[src/rtl/uart_pkg.sv]
// Shared UART definitions: state encoding,
// line levels and parity selectors.
package uart_pkg;

   typedef enum logic [2:0] {
      IDLE   = 3'd0,
      START  = 3'd1,
      DATA   = 3'd2,
      PARITY = 3'd3,
      STOP   = 3'd4
   } tx_state_t;

   localparam logic START_BIT  = 1'b0;
   localparam logic STOP_BIT   = 1'b1;
   localparam logic IDLE_LEVEL = 1'b1;

   localparam logic EVEN = 1'b0;
   localparam logic ODD  = 1'b1;

endpackage

[src/rtl/uart_tx_frame_if.sv]
// Parallel-in / serial-out bundle between
// the TX FIFO side and the framer.
interface uart_tx_frame_if #(
   parameter int DATA_WIDTH = 8
);

   logic [DATA_WIDTH-1:0] P_DATA;
   logic                  DATA_VALID;
   logic                  PAR_EN;
   logic                  PAR_TYP;
   logic                  TX_OUT;
   logic                  BUSY;

   modport master (
      output P_DATA,
      output DATA_VALID,
      output PAR_EN,
      output PAR_TYP,
      input  TX_OUT,
      input  BUSY
   );

   modport slave (
      input  P_DATA,
      input  DATA_VALID,
      input  PAR_EN,
      input  PAR_TYP,
      output TX_OUT,
      output BUSY
   );

endinterface

[src/rtl/uart_tx_serializer.sv]
// Load/shift register plus bit counter;
// keeps an unshifted copy for parity.
module uart_tx_serializer #(
   parameter int DATA_WIDTH = 8
) (
   input  logic                  CLK,
   input  logic                  RST,
   input  logic                  load,
   input  logic                  clr,
   input  logic                  shift,
   input  logic [DATA_WIDTH-1:0] load_data,
   output logic                  cur_bit,
   output logic                  nxt_bit,
   output logic                  last_bit,
   output logic [DATA_WIDTH-1:0] word
);

   localparam int CW = $clog2(DATA_WIDTH);

   logic [DATA_WIDTH-1:0] shreg;
   logic [CW-1:0]         cnt;

   // Capture word on accept, shift one bit per data cycle
   always_ff @(posedge CLK) begin
      if (RST) begin
         shreg <= '0;
         word  <= '0;
         cnt   <= '0;
      end else begin
         if (load) begin
            shreg <= load_data;
            word  <= load_data;
         end else if (shift) begin
            shreg <= shreg >> 1;
         end
         if (clr)
            cnt <= '0;
         else if (shift)
            cnt <= cnt + 1'b1;
      end
   end

   assign cur_bit  = shreg[0];
   assign nxt_bit  = shreg[1];
   assign last_bit = (cnt == CW'(DATA_WIDTH - 1));

endmodule

[src/rtl/uart_tx_frame.sv]
// UART transmit framer: start, data LSB-first,
// optional parity, stop; one bit per CLK.
module uart_tx_frame
   import uart_pkg::*;
#(
   parameter int DATA_WIDTH = 8
) (
   input  logic           CLK,
   input  logic           RST,
   uart_tx_frame_if.slave bus
);

   tx_state_t state, state_d;

   logic                  tx_d, busy_d;
   logic                  load, clr, shift;
   logic                  cur_bit, nxt_bit, last_bit;
   logic [DATA_WIDTH-1:0] word;
   logic                  par_en_q, par_typ_q;
   logic                  par_bit;

   uart_tx_serializer #(
      .DATA_WIDTH (DATA_WIDTH)
   ) u_ser (
      .CLK       (CLK),
      .RST       (RST),
      .load      (load),
      .clr       (clr),
      .shift     (shift),
      .load_data (bus.P_DATA),
      .cur_bit   (cur_bit),
      .nxt_bit   (nxt_bit),
      .last_bit  (last_bit),
      .word      (word)
   );

   assign par_bit = (par_typ_q == ODD) ? ~(^word) : (^word);

   // State, registered line outputs and latched frame options
   always_ff @(posedge CLK) begin
      if (RST) begin
         state      <= IDLE;
         bus.TX_OUT <= IDLE_LEVEL;
         bus.BUSY   <= 1'b0;
         par_en_q   <= 1'b0;
         par_typ_q  <= EVEN;
      end else begin
         state      <= state_d;
         bus.TX_OUT <= tx_d;
         bus.BUSY   <= busy_d;
         if (load) begin
            par_en_q  <= bus.PAR_EN;
            par_typ_q <= bus.PAR_TYP;
         end
      end
   end

   // Next state plus the line level that state will present
   always_comb begin
      state_d = state;
      tx_d    = IDLE_LEVEL;
      busy_d  = 1'b0;
      load    = 1'b0;
      clr     = 1'b0;
      shift   = 1'b0;
      unique case (state)
         IDLE: begin
            if (bus.DATA_VALID) begin
               load    = 1'b1;
               state_d = START;
               tx_d    = START_BIT;
               busy_d  = 1'b1;
            end
         end
         START: begin
            clr     = 1'b1;
            state_d = DATA;
            tx_d    = cur_bit;
            busy_d  = 1'b1;
         end
         DATA: begin
            busy_d = 1'b1;
            if (last_bit) begin
               state_d = par_en_q ? PARITY : STOP;
               tx_d    = par_en_q ? par_bit : STOP_BIT;
            end else begin
               shift = 1'b1;
               tx_d  = nxt_bit;
            end
         end
         PARITY: begin
            state_d = STOP;
            tx_d    = STOP_BIT;
            busy_d  = 1'b1;
         end
         STOP: begin
            state_d = IDLE;
            tx_d    = IDLE_LEVEL;
            busy_d  = 1'b0;
         end
         default: begin
            state_d = IDLE;
         end
      endcase
   end

endmodule

[src/flat_wrapper.sv]
// flat-port wrapper written by rule: the top's interface ports become plain ports
module uart_tx_frame_flat import uart_pkg::*;
#(
   parameter int DATA_WIDTH = 8
)
  (CLK, RST, bus_P_DATA, bus_DATA_VALID, bus_PAR_EN, bus_PAR_TYP, bus_TX_OUT, bus_BUSY);
  uart_tx_frame_if #(.DATA_WIDTH(DATA_WIDTH)) bus_i ();
  input  logic CLK;
  input  logic RST;
  input wire logic [$bits(bus_i.P_DATA)-1:0] bus_P_DATA;
  input wire logic [$bits(bus_i.DATA_VALID)-1:0] bus_DATA_VALID;
  input wire logic [$bits(bus_i.PAR_EN)-1:0] bus_PAR_EN;
  input wire logic [$bits(bus_i.PAR_TYP)-1:0] bus_PAR_TYP;
  output wire logic [$bits(bus_i.TX_OUT)-1:0] bus_TX_OUT;
  output wire logic [$bits(bus_i.BUSY)-1:0] bus_BUSY;
  assign bus_i.P_DATA = bus_P_DATA;
  assign bus_i.DATA_VALID = bus_DATA_VALID;
  assign bus_i.PAR_EN = bus_PAR_EN;
  assign bus_i.PAR_TYP = bus_PAR_TYP;
  assign bus_TX_OUT = bus_i.TX_OUT;
  assign bus_BUSY = bus_i.BUSY;
  uart_tx_frame #(.DATA_WIDTH(DATA_WIDTH)) u_core (.CLK(CLK), .RST(RST), .bus(bus_i));
endmodule
[config.mk]
export PLATFORM = sky130hd
export DESIGN_NAME = uart_tx_frame_flat
export DESIGN_NICKNAME = d
export VERILOG_FILES = /design/src/rtl/uart_pkg.sv /design/src/rtl/uart_tx_frame_if.sv /design/src/rtl/uart_tx_serializer.sv /design/src/rtl/uart_tx_frame.sv /design/src/flat_wrapper.sv
export SDC_FILE = /design/constraint.sdc
export NUM_CORES = 1
export LEC_CHECK = 0
export CELL_PAD_IN_SITES_DETAIL_PLACEMENT = 0
export CELL_PAD_IN_SITES_GLOBAL_PLACEMENT = 2
export CORE_MARGIN = 3
export CORE_UTILIZATION = 32
export DETAILED_ROUTE_END_ITERATION = 8
export PLACE_DENSITY = 0.85
export REMOVE_ABC_BUFFERS = 1
export SYNTH_ARGS = -nofsm -noshare
export SYNTH_HDL_FRONTEND = slang
export SYNTH_HIERARCHICAL = 1
export SYNTH_SLANG_ARGS = --single-unit
export TNS_END_PERCENT = 30
[constraint.sdc]
create_clock -name CLK -period 1.71 [get_ports CLK]
set_clock_uncertainty 0.15 [all_clocks]
set_input_delay 0.513 -clock CLK [delete_from_list [all_inputs] [get_ports CLK]]
set_output_delay 0.513 -clock CLK [all_outputs]
set_load 0.01 [all_outputs]
==> metrics.sh <==
RUN_STATUS='completed'
SWITCHINGPOWER_mW=0.392
POST_SYNTH_NUM_CELL_TYPES=30
SEQ_AREA_UM2=527
FINISH.UTILIZATION_PCT=47.1
ANTENNA_VIOLATING_NETS_POST_ROUTE=0
TRITONCTS_NUM_SINKS=26
CTS_BUFFERS=3
DRT-INITIAL-DRC-COUNT=19
DIODES=0
INSERTION_DELAY_PS=280
SYN-MEAN-INSTANCE-AREA_UM2=10.8
WORST_SLEW_MARGIN_REL_PCT=80.5
CRIT_SLOWEST_CELL='sky130_fd_sc_hd__dfxtp_4'
WORST_IR_DROP_VDD_uV=491
CTS_HOLD_BUFFERS=0
TIMING.FINAL.CRIT_SHARE_PCT=98.4
WORST_MAX_SLEW_PIN_SLEW_PS=292
MAXCLOCKFREQUENCY_GHz=0.594
LAYOUT.CELLS.MOST_COMMON_LIST='23 x sky130_fd_sc_hd__dfxtp_1, 15 x sky130_fd_sc_hd__mux2i_1, 12 x sky130_fd_sc_hd__nor2_1, 11 x sky130_fd_sc_hd__buf_4, 10 x sky130_fd_sc_hd__clkdlybuf4s50_1'
CRIT_REQUIRED_PS=1730
ROW_COUNT=22
CRITPATHMAXFANOUT=6
REG2REG_SLACK_PS=30
FP.DIEAREA_UM2=4730
DRT_FIRST_PASS_ITERS=2
FIN_CRIT_PS=1680
CELLLEAKAGEPOWER_nW=0.691
CRITICAL_PATH.CELL_CHAIN='buf_6 -> nor4b_4 -> buf_4 -> buf_12 -> mux2i_2 -> nor2_1'
SHARE_COMB_OF_TOTAL_POWER_PCT=23.5
HPWL_MM=1.69
MAXIMUM_NUMBER_OF_PINS_ON_ONE_NET_BEFORE_GLOBAL_ROUTE_REPAIR=23
POST_SYNTH_INSTANCE_AREA_UM2=1260
CTS_MAX_PATH_BUFS=2
CTS.REPORTEDPATHS.CLKPINSLEW_PS=100
GROUTE.USAGE.OVERALL_PCT=12.1
WORST_MIN_DELAY_PATH_CLASS='reg2reg'
MAXCAPVIOLCOUNT=0
START_UTIL_PCT=33.7
YOSYS_REGISTER_BITS=26
P_SW_SHARE_PCT=24.9
SETUP.WORST_PATH.START_CLASS='flip-flop'
HOLD_VIOLATIONS=0
CORE_UM2=3740
DIE_H_UM=68.8
POWER_DENSITY_nW_PER_UM2=894
TOTALWIRELENGTH_MM=2.73
IO_BUFFERS=14
IO-PIN-COUNT=15
CRITPATHCAPTURETYPE='flip-flop'
TOTAL_VIA_COUNT_IN_THE_ROUTED_DESIGN=931
NETS=162
WORST-ENDPOINT-ARRIVAL_PS=1700
ANTENNA_FOUND_INITIAL=0
GRT_PASS1_WL_MM=4.29
SYNTH_CELLS=117
CTS_ROOT_BUF='sky130_fd_sc_hd__clkbuf_8'
DRIVE_ABOVE_1_SHARE_PCT=33.6
P_INT_mW=1.18
FIRST_GLOBAL_VIAS=952
SYN_TO_FINAL_GROWTH_PCT=39.7
TIMING.CRITICAL_PATH.SLOWEST_CELL_DELAY_PS=370
DRV_SLEW=0
P_SEQ_SHARE_PCT=43.4
CLOCK_TREE.HTREE_LEVEL_COUNT=1
WORST-SETUP-PATH-TYPE='reg2reg'
VIA_PER_INST=4.80
POWER.CLOCK.FRACTION_PCT=33.1
GLOBAL_ROUTE.OVERFLOW_TOTAL=0
FILLCELLCOUNT=369
MULTI_INPUT_COMB_AREA_UM2=767
ROUTED_WIRE_LENGTH_PER_INSTANCE_UM=14.1
TOTAL_POWER_mW=1.58
SYNTH.YOSYS.SEQ_AREA_SHARE_PCT=41.2
REMAINING_DRC_ERRORS=0
GPL.FINAL_WEIGHTED_CONGESTION=0.787
MOST_FREQUENT_STANDARD_CELL_IN_THE_LAYOUT_EXCLUDING_FILL_AND_TAP_CELLS='sky130_fd_sc_hd__dfxtp_1'
DIEWIDTH_UM=68.8
FINISH_STAGE_SETUP_VIOLS=0
TRITONCTS='built'
RSZ0062_AT_GRT='yes'
SYNTH.YOSYS.WARNINGS=6
[final timing paths]
| kind | startpoint | end | cells after the start |
|---|---|---|---|
| max | u_core/state[1] | u_core/u_ser/word[2] | 6 |
| min | u_core/u_ser/word[7] | u_core/u_ser/word[7] | 2 |
| max reg2reg | u_core/state[1] | u_core/u_ser/word[2] | 6 |
| min reg2reg | u_core/u_ser/word[7] | u_core/u_ser/word[7] | 2 |
[synthesized netlist by cell type]
master / instances / area [um2]
sky130_fd_sc_hd__inv_4: 1 / 6.26
sky130_fd_sc_hd__mux2_1: 1 / 11.3
sky130_fd_sc_hd__buf_6: 2 / 22.5
sky130_fd_sc_hd__a21oi_1: 6 / 30.0
sky130_fd_sc_hd__inv_1: 1 / 3.75
sky130_fd_sc_hd__xnor2_1: 3 / 26.3
sky130_fd_sc_hd__or3b_1: 2 / 17.5
sky130_fd_sc_hd__a2111oi_2: 2 / 30.0
sky130_fd_sc_hd__nor4b_1: 1 / 8.76
sky130_fd_sc_hd__nor2b_1: 9 / 56.3
sky130_fd_sc_hd__a21oi_2: 1 / 8.76
sky130_fd_sc_hd__dfxtp_1: 26 / 521
sky130_fd_sc_hd__o21bai_1: 1 / 7.51
sky130_fd_sc_hd__xor2_1: 1 / 8.76
sky130_fd_sc_hd__mux2i_1: 17 / 170
sky130_fd_sc_hd__nor4b_2: 1 / 15.0
sky130_fd_sc_hd__nand2b_1: 2 / 12.5
sky130_fd_sc_hd__o21ai_0: 1 / 5.00
sky130_fd_sc_hd__xnor3_1: 2 / 45.0
sky130_fd_sc_hd__xor3_1: 1 / 23.8
sky130_fd_sc_hd__clkbuf_1: 1 / 3.75
sky130_fd_sc_hd__nor3_1: 5 / 25.0
sky130_fd_sc_hd__ha_1: 2 / 25.0
sky130_fd_sc_hd__buf_2: 3 / 15.0
sky130_fd_sc_hd__or2_1: 1 / 6.26
sky130_fd_sc_hd__nor2_1: 12 / 45.0
sky130_fd_sc_hd__a31oi_1: 1 / 6.26
sky130_fd_sc_hd__nor3b_1: 1 / 7.51
sky130_fd_sc_hd__nand2_1: 3 / 11.3
sky130_fd_sc_hd__a211oi_2: 7 / 87.6
[registers in the layout, summed over array words and instances (netlist names)]
| name | cells |
|---|---|
| u_core/u_ser/cnt | 3 |
| u_core/state | 3 |
| u_core/par_en_q | 1 |
| u_core/bus.TX_OUT | 1 |
| u_core/u_ser/shreg | 8 |
| u_core/u_ser/word | 8 |
| u_core/bus.BUSY | 1 |
| u_core/par_typ_q | 1 |
[per-layer routing]
layer,global-route usage [%],up-vias,part of all wire [%]
met1,15.6,447,47
met3,2.11,4,2.0
li1,-,469,-
met5,0,-,0
met2,19.7,11,50
met4,5.11,0,1.2
[power by group through the flow]
stage | logic, mW | clock network [mW] | registers (mW)
final | 0.371 | 0.522 | 0.684
after CTS | 0.327 | 0.523 | 0.681
after floorplan | 0.184 | 0 | 0.693
after global routing | 0.400 | 0.552 | 0.691
after global placement | 0.287 | 0 | 0.693
after detailed placement | 0.293 | 0 | 0.695
[metrics by stage]
step           instance area (um2)  TNS (ps)  setup WS [ps]  hold slack (ps)  instances
2_1_floorplan                 1220    -11390           -600              307        111
3_3_place_gp                  1510     -5030           -280              324        182
3_5_place_dp                  1510     -5820           -332              350        182
4_1_cts                       1650         0           10.9              365        190
5_1_grt                       1760      -347          -44.8              377        194
6_report                      1760         0           26.7              353        194
[worst max-delay path, delay by kind of cell, from the launching register on]
family	cells	cell delay (ps)
DFF	1	370
and+or+nand+nor	2	400
muxes	1	200
buffers and inverters	3	460
[kinds of logic after synthesis]
kind of cell | count (synthesis) | synth area share, %
adders and majority gates | 2 | 1.98
DFF | 26 | 41.2
and+or+nand+nor | 37 | 16.3
AOI/OAI and AO/OA | 19 | 13.9
muxes | 18 | 14.4
xor gates and xnor gates | 7 | 8.23
buffers and inverters | 8 | 4.06
[area by class of cell]
| cell class | count | share of cell area, % |
|---|---|---|
| inverter | 2 | 0.567 |
| multi-input combinational | 83 | 43.5 |
| clock buffer | 3 | 2.34 |
| sequential | 26 | 29.9 |
| tap | 48 | 3.40 |
| clock inverter | 1 | 1.70 |
| timing repair buffer | 31 | 18.7 |
[what timing repair did]
action                     in CTS  in global routing
cloned                          2                  2
hold endpoints to repair        0                  0
buffers inserted                2                  2
gates resized for setup         6                 23
pin swaps                       0                  3
setup endpoints to repair      13                 19
(Power assumes the default switching activity.)
